**src/rtl/sar_search_ctrl.sv**
```systemverilog
`default_nettype none
// ============================================================================
// Module   : sar_search_ctrl
// Purpose  : Successive-approximation search controller. Drives a trial word
//            into an external magnitude comparator and resolves the unknown
//            operand one bit per step, MSB first, with early exit on eq.
// Revision : 1.0 - initial release
// ============================================================================
module sar_search_ctrl #(
    parameter int word_size = 16,
    parameter int SETTLE    = 0
) (
    input  logic               clk,
    input  logic               rst,
    input  logic               start,
    input  logic               abort,
    input  logic               lt,
    input  logic               gt,
    input  logic               eq,
    output logic [word_size:0] trial,
    output logic [word_size:0] result,
    output logic               busy,
    output logic               done,
    output logic               err
);

    localparam int W  = word_size + 1;
    localparam int IW = (W > 1) ? $clog2(W) : 1;
    localparam int CW = (SETTLE > 0) ? $clog2(SETTLE + 1) : 1;

    localparam logic [1:0] S_IDLE = 2'd0;
    localparam logic [1:0] S_WAIT = 2'd1;
    localparam logic [1:0] S_EVAL = 2'd2;

    // After every trial update the FSM either settles first or samples directly.
    localparam logic [1:0]    c_step_state = (SETTLE > 0) ? S_WAIT : S_EVAL;
    localparam logic [CW-1:0] c_settle_cnt = CW'(SETTLE);
    localparam logic [IW-1:0] c_msb_idx    = IW'(W - 1);
    localparam logic [W-1:0]  c_msb_trial  = {1'b1, {(W-1){1'b0}}};

    logic [1:0]    r_state;
    logic [IW-1:0] r_idx;
    logic [CW-1:0] r_cnt;
    logic [W-1:0]  r_trial;
    logic [W-1:0]  r_result;
    logic          r_busy;
    logic          r_done;
    logic          r_err;

    logic          w_onehot;
    logic [IW-1:0] w_idx_m1;
    logic [W-1:0]  w_decided;
    logic [W-1:0]  w_next_trial;

    // Resolve the current bit from the comparator and prepare the next trial.
    always_comb begin
        w_onehot     = (lt ^ gt ^ eq) & ~(lt & gt & eq);
        w_idx_m1     = r_idx - IW'(1);
        w_decided    = r_trial;
        if (lt) begin
            w_decided[r_idx] = 1'b0;
        end
        w_next_trial = w_decided;
        if (r_idx != '0) begin
            w_next_trial[w_idx_m1] = 1'b1;
        end
    end

    // Search FSM: idle / settle wait / evaluate, with abort and error exits.
    always_ff @(posedge clk) begin
        if (rst) begin
            r_state  <= S_IDLE;
            r_idx    <= c_msb_idx;
            r_cnt    <= '0;
            r_trial  <= '0;
            r_result <= '0;
            r_busy   <= 1'b0;
            r_done   <= 1'b0;
            r_err    <= 1'b0;
        end else begin
            r_done <= 1'b0;
            case (r_state)
                S_IDLE: begin
                    if (start) begin
                        r_trial <= c_msb_trial;
                        r_idx   <= c_msb_idx;
                        r_err   <= 1'b0;
                        r_busy  <= 1'b1;
                        r_cnt   <= c_settle_cnt;
                        r_state <= c_step_state;
                    end
                end
                S_WAIT: begin
                    if (abort) begin
                        r_busy  <= 1'b0;
                        r_cnt   <= '0;
                        r_state <= S_IDLE;
                    end else begin
                        // Leaving on count 1 makes each step cost SETTLE+1 cycles.
                        r_cnt <= r_cnt - CW'(1);
                        if (r_cnt <= CW'(1)) begin
                            r_state <= S_EVAL;
                        end
                    end
                end
                S_EVAL: begin
                    if (abort) begin
                        r_busy  <= 1'b0;
                        r_state <= S_IDLE;
                    end else if (!w_onehot) begin
                        r_result <= '0;
                        r_err    <= 1'b1;
                        r_done   <= 1'b1;
                        r_busy   <= 1'b0;
                        r_state  <= S_IDLE;
                    end else if (eq) begin
                        r_result <= r_trial;
                        r_done   <= 1'b1;
                        r_busy   <= 1'b0;
                        r_state  <= S_IDLE;
                    end else if (r_idx == '0) begin
                        r_trial  <= w_decided;
                        r_result <= w_decided;
                        r_done   <= 1'b1;
                        r_busy   <= 1'b0;
                        r_state  <= S_IDLE;
                    end else begin
                        r_trial <= w_next_trial;
                        r_idx   <= w_idx_m1;
                        r_cnt   <= c_settle_cnt;
                        r_state <= c_step_state;
                    end
                end
                default: begin
                    r_busy  <= 1'b0;
                    r_state <= S_IDLE;
                end
            endcase
        end
    end

    assign trial  = r_trial;
    assign result = r_result;
    assign busy   = r_busy;
    assign done   = r_done;
    assign err    = r_err;

endmodule
`default_nettype wire

```
**config.mk**
```make
export PLATFORM = sky130hd
export DESIGN_NAME = sar_search_ctrl
export DESIGN_NICKNAME = d
export VERILOG_FILES = /design/src/rtl/sar_search_ctrl.sv
export SDC_FILE = /design/constraint.sdc
export NUM_CORES = 1
export LEC_CHECK = 0
export CORE_MARGIN = 5
export CORE_UTILIZATION = 51
export DETAILED_ROUTE_END_ITERATION = 8
export GPL_TIMING_DRIVEN = 0
export PLACE_DENSITY = 0.8
export SLEW_MARGIN = 30
export SYNTH_ARGS = -nofsm -noshare
export SYNTH_HDL_FRONTEND = slang
export SYNTH_SLANG_ARGS = --single-unit
export TNS_END_PERCENT = 5
```
**constraint.sdc**
```tcl
create_clock -name clk -period 2.9 [get_ports clk]
set_clock_uncertainty 0.2 [all_clocks]
set_input_delay 0.58 -clock clk [delete_from_list [all_inputs] [get_ports clk]]
set_output_delay 0.58 -clock clk [all_outputs]
set_load 0.005 [all_outputs]
```
# Word-level counts from Yosys, hierarchy flattened
# Index checks and enable logic that the tools add are counted.
[classes]
addsub = 2
magnitude_cmp = 5
eq_ne = 12
muxes = 49
bitwise = 11
reduce_logical = 15
[ops]
columns = ["cell", "n"]
rows = [
  ["$mux W17", 10],
  ["$pmux W17 S2", 1],
  ["$mux W5", 5],
  ["$mux W1", 19],
  ["$and A17 B17 Y17", 1],
  ["$not A17 Y17", 1],
  ["$or A17 B17 Y17", 1],
  ["$mux W2", 7],
  ["$ne A2 B2 Y1 const B", 7],
  ["$lt A5 B6 Y1 const B", 2],
  ["$reduce_and A6 Y1", 2],
  ["$demux W1 S5", 2],
  ["$ge A5 B1 Y1 const B", 2],
  ["$pmux W5 S2", 1],
  ["$pmux W1 S3", 2],
  ["$pmux W2 S3", 1],
  ["$reduce_and A3 Y1", 2],
  ["$logic_not A5 Y1", 1],
  ["$ne A5 B5 Y1 const B", 1],
  ["$reduce_and A5 Y1", 1],
  ["$reduce_bool A5 Y1", 1],
  ["$sub A5 B1 Y5 const B", 1],
  ["$reduce_and A4 Y1", 1],
  ["$and A1 B1 Y1", 3],
  ["other kinds (15)", 19],
]
[totals]
ff_bits = 45
input_bits = 7
out_inout_bits = 37
wordCells = 102

# Logic depth before layout (Yosys ltp)
# Gate-level depths: netlist of the first run.
[depth]
ltp_word = 14
depth_mapped = 8
depth_no_buf = 6

# Least setup slack after synthesis of the first run
# OpenSTA, ideal clock, no wires.
[synth_timing]
path_kind = "in2reg"
start = "input port lt"
end = "register r_result[7], in the netlist result[7]"
setup_time_ns = 0.070
arrival_ns = 1.937
required_ns = 2.630
slack_ns = 0.693
path_stages = 7
path_buffers = 2
path_cell_list = "ha_1 nand2b_1 nor2_1 o21a_1 clkbuf_1 clkbuf_1 o2bb2ai_1"
[synth_between]
elab_chain_cells = 6
elab_cells_between_ends = 12
cone_classes = "1 x eq/ne; 4 x mux; 6 x bitwise; 1 x reduce/logical"
[synth_rtl]
columns = ["item", "line_no", "text"]
rows = [
  ["start, declared", "17", "input logic lt,"],
  ["$and A1 B1 Y1 (2 in a row)", "57", "w_onehot = (lt ^ gt ^ eq) & ~(lt & gt & eq);"],
  ["$not A1 Y1", "57", ""],
  ["$and A1 B1 Y1", "57", ""],
  ["$ne A3 B2 Y1 (no line)", "-", ""],
  ["$reduce_and A3 Y1 (no line)", "-", ""],
  ["end signal, assigned", "117", "r_result <= r_trial;"],
  ["end signal, assigned", "123", "r_result <= w_decided;"],
  ["end, declared", "45", "logic [W-1:0] r_result;"],
]
# Parallel ways exist; a longest one is shown, timed or not. The select of a mux whose other input is x is not followed.
# A chain may end at the register's enable or synchronous reset.

# Final worst setup path of the first run
[layout_timing]
start = "input port gt"
end = "register r_trial[9], in the netlist trial[9]"
[layout_between]
elab_chain_cells = 6
elab_cells_between_ends = 8
cone_classes = "1 x eq/ne; 6 x bitwise; 1 x reduce/logical"
[layout_rtl]
columns = ["item", "line_no", "text"]
rows = [
  ["start, declared", "18", "input logic gt,"],
  ["$and A1 B1 Y1 (2 in a row)", "57", ""],
  ["$not A1 Y1", "57", ""],
  ["$and A1 B1 Y1 *", "57", ""],
  ["$ne A2 B2 Y1 (no line) *", "-", ""],
  ["$reduce_and A5 Y1 (no line) *", "-", ""],
  ["end signal, assigned", "85", "r_trial <= c_msb_trial;"],
  ["end signal, assigned", "122", "r_trial <= w_decided;"],
  ["end signal, assigned", "128", "r_trial <= w_next_trial;"],
  ["end, declared", "44", "logic [W-1:0] r_trial;"],
]
# Mark *: on every way between the ends. The rest lies on a longest branch, timed or not.

==> impl_metrics.yaml, run 1 <==
status:
  outcome: "complete, no violations"
clocking:
  clkLatencyLatePin_ns: 0.30
  path_clk_slew_ns: 0.08
  postCtsSetupBuffers: 0
  cts_tree: "yes"
  cts-root-buf: "clkbuf_8"
  numClockSinks: 43
  cts_buffers: 5
  hold_buffers: 0
  h-tree-depth: 2
  clk_path_buf_depth: 2
power:
  p_int_w: 0.000854
  p_leak_nw: 0.911
  switching_power_w: 0.000330
  clockPowerShare_pct: 34.5
  irDropWorstVdd_v: 0.000346
  combPwrFrac_pct: 14.0
  switching_share_pct: 27.9
  power_density_nw_per_um2: 434
  seqPwrFrac_pct: 51.5
synth:
  syn_avg_cell_area_sq_um: 8.67
  ys_warn_count: 0
  yosys.area_share.simple_pct: 17.7
  synth-xor-area-share_pct: 0
  synth-main-ff-cell: "dfxtp_1"
  yosysSeqAreaShare_pct: 40.4
  synth_edf_count: 0
  synth_top_family_by_area: "compound AO/OA/AOI/OAI gates"
  synth-compound-area-share_pct: 33.2
  synth_cell_types: 39
  syn_area_sq_um: 2130
  ys_seq_elements: 43
  syn_nets: 260
  syn_inst: 246
  synth.area.mux_share_pct: 0
  synth_adder_area_share_pct: 4.11
  ys_async_sr_fraction_pct: 0
sta:
  max_freq_ghz: 0.381
  whs_ns: 0.268
  relSlewSlack_pct: 47.1
  setup_viol: 0
  post-route-min-period_ns: 2.62
  min_period_over_period_pct: 90.5
  fin_ws_ns: 0.276
  tightest_slew_ns: 0.787
  hold_viol_final: 0
  rsz0062_at_grt: "no"
  slew_violations: 0
  setup_tns_ns: 0
final_layout:
  finish.utilization_pct: 67.7
  area_delta_synth_final_pct: 27.9
  layout-drive-gt1-share_pct: 5.07
  finalNetCount: 309
  fin_cells: 346
  mostFrequentLayoutCells: "43 x dfxtp_1, 42 x clkdlybuf4s50_1, 30 x nand2_1"
  fill_cells: 343
  antenna_cells: 0
  final_common_cell: "dfxtp_1"
place:
  pre_cts_slack_ns: -0.375
  dpl.hpwl_um: 4350
  placed_cells: 339
  gp_congestion: 0.955
  io_buffers: 43
routing:
  avgRoutedWirePerCell_um: 17.2
  vias: 2101
  vias_per_cell: 6.07
  drtIter0Drc: 219
  firstDrtPassIters: 5
  routed_wl_um: 5970
  antenna_left: 0
  drc_errors: 0
setup_path:
  rr_worst_depth: 8
  cp.arrival_ns: 2.62
  cp_max_fo: 10
  regToRegSetupSlack_ns: 0.34
  cp-start-kind: "input pin"
  worstSetupPathType: "in2reg"
  rr_startpoint: "r_idx[0]"
  end_kind: "register"
  reg2reg_to: "trial[5]"
  cp.required_ns: 2.90
  worstSetupStartpoint: "gt"
die:
  num_rows: 23
  die_y_um: 74.7
  coreArea_sq_um: 4030
  dieArea_sq_um: 5580
  die_x_um: 74.7
  ios: 44
  start_util_pct: 53.0
worst_hold_path:
  worstHoldEndpoint: "result[1]"
  hold_class: "reg2reg"
  hold_depth: 1
  min_from: "result[1]"
global_route:
  antenna_found_initial: 0
  grt_max_degree: 15
  overflow: 0
  grt_usage_pct: 23.1
  grt_pass1_vias: 2082
  grt_pass1_wl_um: 9960
flow_run:
  maxCapViolations: 0
==> stage by stage <==
stage / instance area [sq um] / total power, W
after floorplan: 2130 / 0.000730
after global placement: 2630 / 0.000782
after detailed placement: 2630 / 0.000785
after CTS: 2730 / 0.00119
after global routing: 2730 / 0.00124
final: 2730 / 0.00118
==> worst max-delay path, cell delays in order <==
cell and delay [ns]:
clkdlybuf4s50_1 0.41, ha_1 0.32, nand2b_1 0.12, o21ai_1 0.41, clkbuf_1 0.39, nand2_1 0.12
a32o_1 0.28
==> synthesized netlist by cell type (5+ instances only) <==
library cell | count | area [sq um]
ha_1 | 7 | 87.6
o2bb2ai_1 | 18 | 158
o32ai_1 | 5 | 43.8
a21oi_1 | 9 | 45.0
nand3b_1 | 5 | 37.5
nor2_1 | 8 | 30.0
and2_1 | 5 | 31.3
clkbuf_1 | 18 | 67.6
dfxtp_1 | 43 | 861
o21ai_0 | 19 | 95.1
o21ai_1 | 17 | 85.1
a32o_1 | 12 | 120
nand2_1 | 30 | 113
nor2b_1 | 6 | 37.5
==> layout make-up <==
cell class	instances	area [sq um]	area share, %
Buffer	19	78.8	2.89
Clock buffer	6	82.6	3.03
Clock inverter	2	16.3	0.596
Inverter	5	18.8	0.688
Multi-Input combinational cell	178	1170	43.1
Sequential cell	43	861	31.6
Tap cell	50	62.6	2.29
Timing Repair Buffer	43	433	15.9
==> repair_timing <==
item / in CTS / in global routing
gates cloned: 0 / 0
pin swaps: 0 / 0
resized for setup: 1 / 4
endpoints found under the setup margin: 10 / 25
==> flip-flops by register name, summed over array words and instances, names as in the netlist <==
name and cells:
busy 1, r_idx 5, r_state 1, trial 17
err 1, done 1, result 17
==> layer usage <==
metal  GRT usage [%]  part of all wire, %  vias to the layer above
met4            9.09                  2.4                        0
met3            7.21                  7.7                       14
met2            37.1                   45                      102
met5               0                    0                        -
met1            29.1                   44                      968
li1                -                    -                     1017
==> logic make-up after synthesis <==
group,after synthesis
AOI/OAI and AO/OA,100
buffers and inverters,25
adders and majority gates,7
DFF,43
and+or+nand+nor,71
==> power by group through the flow <==
stage | combinational [W] | clock (W) | sequential (W)
final | 0.000166 | 0.000408 | 0.000609
after global routing | 0.000183 | 0.000443 | 0.000610
after CTS | 0.000163 | 0.000415 | 0.000609
after detailed placement | 0.000162 | 0 | 0.000623
after global placement | 0.000159 | 0 | 0.000623
after floorplan | 0.000110 | 0 | 0.000621
==> worst max path at each step <==
stage                       endpoint  slack [ns]  cells past startpoint
after floorplan            result[7]        0.69                      7
after global placement    result[14]       -0.33                      8
after detailed placement  result[14]       -0.38                      8
after CTS                 result[14]        0.05                      8
after global routing        trial[6]        0.12                      8
final                       trial[9]        0.28                      7
No activity file was read; power rests on OpenSTA's default activity.
==> inputs of run 2 (changes only) <==
CAP_MARGIN = 10   (was not set)
MAX_ROUTING_LAYER = met4   (was not set)
==> impl_metrics.yaml, run 2 (synthesis results as in run 1) <==
routing:
  vias_per_cell: 6.14
  routed_wl_um: 6130
  antenna_left: 0
  firstDrtPassIters: 4
  drtIter0Drc: 228
  vias: 2118
  avgRoutedWirePerCell_um: 17.8
  drc_errors: 0
place:
  gp_congestion: 0.971
  io_buffers: 43
  placed_cells: 339
  dpl.hpwl_um: 4350
  pre_cts_slack_ns: -0.431
die:
  ios: 44
  die_y_um: 74.7
  dieArea_sq_um: 5580
  start_util_pct: 53.0
  num_rows: 23
  die_x_um: 74.7
  coreArea_sq_um: 4030
setup_path:
  cp.arrival_ns: 2.61
  end_kind: "register"
  regToRegSetupSlack_ns: 0.34
  rr_startpoint: "r_idx[0]"
  cp.required_ns: 2.95
  path_delay_family: "simple AND/OR/NAND/NOR gates"
  reg2reg_to: "trial[14]"
  cp-start-kind: "input pin"
  crit_path_top_delay_cell: "nor3_1"
  rr_worst_depth: 8
  cp_max_fo: 7
  crit_chain: "clkdlybuf4s50_1, ha_1, nand2b_1, nor3_1, and2_1, a32o_1"
  crit_buf_inv: 1
  worstSetupPathType: "in2reg"
  slowest_delay_ns: 0.67
global_route:
  grt_pass1_vias: 2105
  grt_pass1_wl_um: 10100
  overflow: 0
  grt_usage_pct: 24.4
  antenna_found_initial: 0
  grt_max_degree: 14
final_layout:
  finalNetCount: 309
  antenna_cells: 0
  area_delta_synth_final_pct: 28.3
  mostFrequentLayoutCells: "43 x dfxtp_1, 42 x clkdlybuf4s50_1, 30 x nand2_1"
  final_common_cell: "dfxtp_1"
  fin_cells: 345
  layout-drive-gt1-share_pct: 4.41
sta:
  rsz0062_at_grt: "no"
  min_period_over_period_pct: 88.4
  max_freq_ghz: 0.390
  fin_ws_ns: 0.337
  slew_violations: 0
  relSlewSlack_pct: 47.0
  post-route-min-period_ns: 2.56
  hold_viol_final: 0
  tightest_slew_ns: 0.789
  setup_viol: 0
status:
  outcome: "complete, no violations"
clocking:
  path_clk_slew_ns: 0.08
  cts_tree: "yes"
  cts-root-buf: "clkbuf_8"
  h-tree-depth: 2
  clk_path_buf_depth: 2
  hold_buffers: 0
  cts_buffers: 5
  numClockSinks: 43
  clkLatencyLatePin_ns: 0.30
power:
  irDropWorstVdd_v: 0.000291
  p_leak_nw: 0.911
  power_density_nw_per_um2: 454
worst_hold_path:
  hold_class: "reg2reg"
  min_from: "result[1]"
  worstHoldEndpoint: "result[1]"
  hold_depth: 1
flow_run:
  maxCapViolations: 0
==> run 2: cell types whose count changed in the layout (fill, tap and decap cells not counted) <==
cell,before,now
clkbuf_1,15,16
o21a_2,1,0
o21ai_2,0,1
clkbuf_8,6,5
o21a_1,1,2
clkbuf_2,2,1
o21ai_1,17,16
bufinv_16,0,1
clkinv_4,1,0
==> run 2: worst max path at each step <==
| stage | endpoint | start | slack [ns] | cells past startpoint |
|---|---|---|---|---|
| 3_3_place_gp | result[14] | lt | -0.34 | 8 |
| 2_1_floorplan | result[7] | lt | 0.69 | 7 |
| 6_report | trial[8] | gt | 0.34 | 6 |
| 3_5_place_dp | result[14] | lt | -0.43 | 8 |
| 5_1_grt | trial[6] | r_idx[0] | 0.07 | 8 |
| 4_1_cts | trial[6] | lt | 0.03 | 7 |
==> run 2: power by group <==
group          switching [W]  internal [W]  total [W]
clock               0.000215      0.000252   0.000467
combinational       0.000106     0.0000609   0.000167
sequential         0.0000111      0.000598   0.000609
total               0.000332      0.000911    0.00124
==> run 2: repair_timing <==
action	4_1_cts	5_1_grt
setup buffers	0	0
setup endpoints to repair	10	24
gates resized for setup	1	2
hold endpoints to repair	0	0
==> run 2: cell type report <==
class | instances | area (sq um)
fillers | 358 | 1290
flip-flops and latches | 43 | 861
multi-input cells | 178 | 1180
plain buffers | 19 | 77.6
well taps | 50 | 62.6
inverters | 5 | 18.8
clock buffers | 5 | 68.8
clock inverters | 2 | 37.5
repair buffers | 43 | 433
==> run 2: through the flow <==
step | utilization (%) | power (W) | instance area [sq um] | hold slack, ns | setup TNS (ns)
2_1_floorplan | - | 0.000730 | 2130 | 0.256 | 0
3_3_place_gp | 65.2 | 0.000782 | 2630 | 0.247 | -5.75
3_5_place_dp | 65.2 | 0.000786 | 2630 | 0.246 | -8.54
4_1_cts | 67.8 | 0.00124 | 2730 | 0.271 | 0
5_1_grt | 67.9 | 0.00129 | 2740 | 0.290 | 0
6_report | 67.9 | 0.00124 | 2740 | 0.266 | 0
==> run 2: layer usage <==
| metal | part of all wire, % | track usage [%] | wire length [um] |
|---|---|---|---|
| met2 | 47 | 37.5 | 2880 |
| met5 | 0 | - | 0 |
| met4 | 2.4 | 11.7 | 145 |
| met3 | 7.2 | 5.21 | 441 |
| met1 | 43 | 30.6 | 2670 |
==> inputs of run 3 (changes only) <==
CAP_MARGIN = not set   (was 10)
CORE_UTILIZATION = 40   (was 51)
PLACE_DENSITY = not set   (was 0.8)
==> impl_metrics.yaml, run 3 (synthesis results as in run 1) <==
die:
  num_rows: 26
  die_y_um: 83.0
  dieArea_sq_um: 6890
  coreArea_sq_um: 5140
  die_x_um: 83.0
  ios: 44
  start_util_pct: 41.5
setup_path:
  crit_path_top_delay_cell: "clkdlybuf4s50_1"
  rr_startpoint: "r_idx[0]"
  cp.arrival_ns: 2.77
  path_delay_family: "buffers and inverters"
  crit_chain: "clkdlybuf4s50_1, ha_1, nand2b_1, o21ai_1, clkbuf_2, nand2_1, a32o_1"
  cp_max_fo: 10
  crit_buf_inv: 2
  cp.required_ns: 2.90
  worstSetupStartpoint: "lt"
  end_kind: "register"
  slowest_delay_ns: 0.57
  worstSetupPathType: "in2reg"
  regToRegSetupSlack_ns: 0.30
  cp-start-kind: "input pin"
clocking:
  numClockSinks: 43
  clkLatencyLatePin_ns: 0.31
  cts_tree: "yes"
  h-tree-depth: 2
  cts-root-buf: "clkbuf_8"
  postCtsSetupBuffers: 0
  clk_path_buf_depth: 2
  cts_buffers: 5
  path_clk_slew_ns: 0.08
final_layout:
  mostFrequentLayoutCells: "43 x dfxtp_1, 43 x clkdlybuf4s50_1, 30 x nand2_1"
  antenna_cells: 0
  fill_cells: 517
  layout-drive-gt1-share_pct: 5.74
  area_delta_synth_final_pct: 29.2
  finalNetCount: 309
place:
  pre_cts_slack_ns: -0.400
  io_buffers: 43
  gp_congestion: 0.932
  dpl.hpwl_um: 4520
global_route:
  grt_pass1_wl_um: 10300
  antenna_found_initial: 0
  grt_pass1_vias: 2050
  overflow: 0
  grt_max_degree: 15
  grt_usage_pct: 18.8
sta:
  post-route-min-period_ns: 2.78
  setup_viol: 0
  fin_ws_ns: 0.125
  relSlewSlack_pct: 63.0
  hold_viol_final: 0
  tightest_slew_ns: 0.555
  max_freq_ghz: 0.360
  slew_violations: 0
  min_period_over_period_pct: 95.7
  rsz0062_at_grt: "no"
routing:
  drtIter0Drc: 125
  vias: 2120
  firstDrtPassIters: 4
  avgRoutedWirePerCell_um: 17.3
  routed_wl_um: 6350
  drc_errors: 0
  vias_per_cell: 5.79
  antenna_left: 0
worst_hold_path:
  hold_class: "reg2reg"
  min_from: "result[13]"
flow_run:
  maxCapViolations: 0
power:
  p_leak_nw: 0.907
  power_density_nw_per_um2: 435
  irDropWorstVdd_v: 0.000274
  finalPower_w: 0.00120
status:
  outcome: "complete, no violations"
==> run 3: cell types whose count changed in the layout (fill, tap and decap cells not counted) <==
cell,change
nor3_1,-1
o21ai_1,+1
clkinv_4,+1
bufinv_16,-1
dlymetal6s2s_1,-1
clkbuf_8,+1
clkbuf_2,+3
nor3_2,+1
clkdlybuf4s50_1,+1
o21ai_2,-1
clkbuf_1,-3
==> run 3: per-stage QoR <==
step	setup TNS (ns)	hold slack, ns	area, sq um	utilization, %	cells
2_1_floorplan	0	0.256	2130	-	246
3_3_place_gp	-7.80	0.247	2650	51.6	359
3_5_place_dp	-7.87	0.246	2650	51.6	359
4_1_cts	0	0.273	2750	53.5	367
5_1_grt	0	0.283	2760	53.6	366
6_report	0	0.268	2760	53.6	366
==> run 3: report_power, final <==
part / total [W] / switching [W] / internal, W / leakage (nW)
Combinational: 0.000167 / 0.000106 / 0.0000614 / 0.512
Sequential: 0.000609 / 0.0000110 / 0.000598 / 0.348
Clock: 0.000424 / 0.000229 / 0.000195 / 0.0474
Total: 0.00120 / 0.000346 / 0.000854 / 0.907
==> run 3: path summary, 6_finish.rpt <==
path           endpoint  cells after the start
max            trial[6]                      7
min          result[13]                      1
max reg2reg   trial[14]                      8
min reg2reg  result[13]                      1
==> run 3: worst reg2reg max path: cells and delay by family (launching register included) <==
kind	cells	cell delay (ns)
buf+inv	3	0.79
flops	1	0.40
fa+ha+maj	1	0.20
simple gates	2	0.39
compound gates	2	0.58
==> run 3: cell type report <==
class,instances,area (sq um),share of cell area [%]
Clock buffer,6,82.6,3.00
Buffer,19,81.3,2.95
Sequential cell,43,861,31.2
Multi-Input combinational cell,178,1180,42.8
Timing Repair Buffer,43,430,15.6
Tap cell,70,87.6,3.18
Inverter,5,18.8,0.681
Clock inverter,2,16.3,0.590
==> run 3: layer usage <==
layer  up-vias  share of wire [%]  track usage [%]
met4         0                2.9             7.88
li1       1021                  -                -
met2        72                 44             28.1
met1      1010                 47             24.5
met5         -                  0                -
met3        17                6.3             4.06
==> run 3: what timing repair did <==
item,4_1_cts,5_1_grt
gates resized for setup,1,7
pin swaps,0,0
setup endpoints to repair,10,28
hold buffers,0,0
endpoints found under the hold margin,0,0
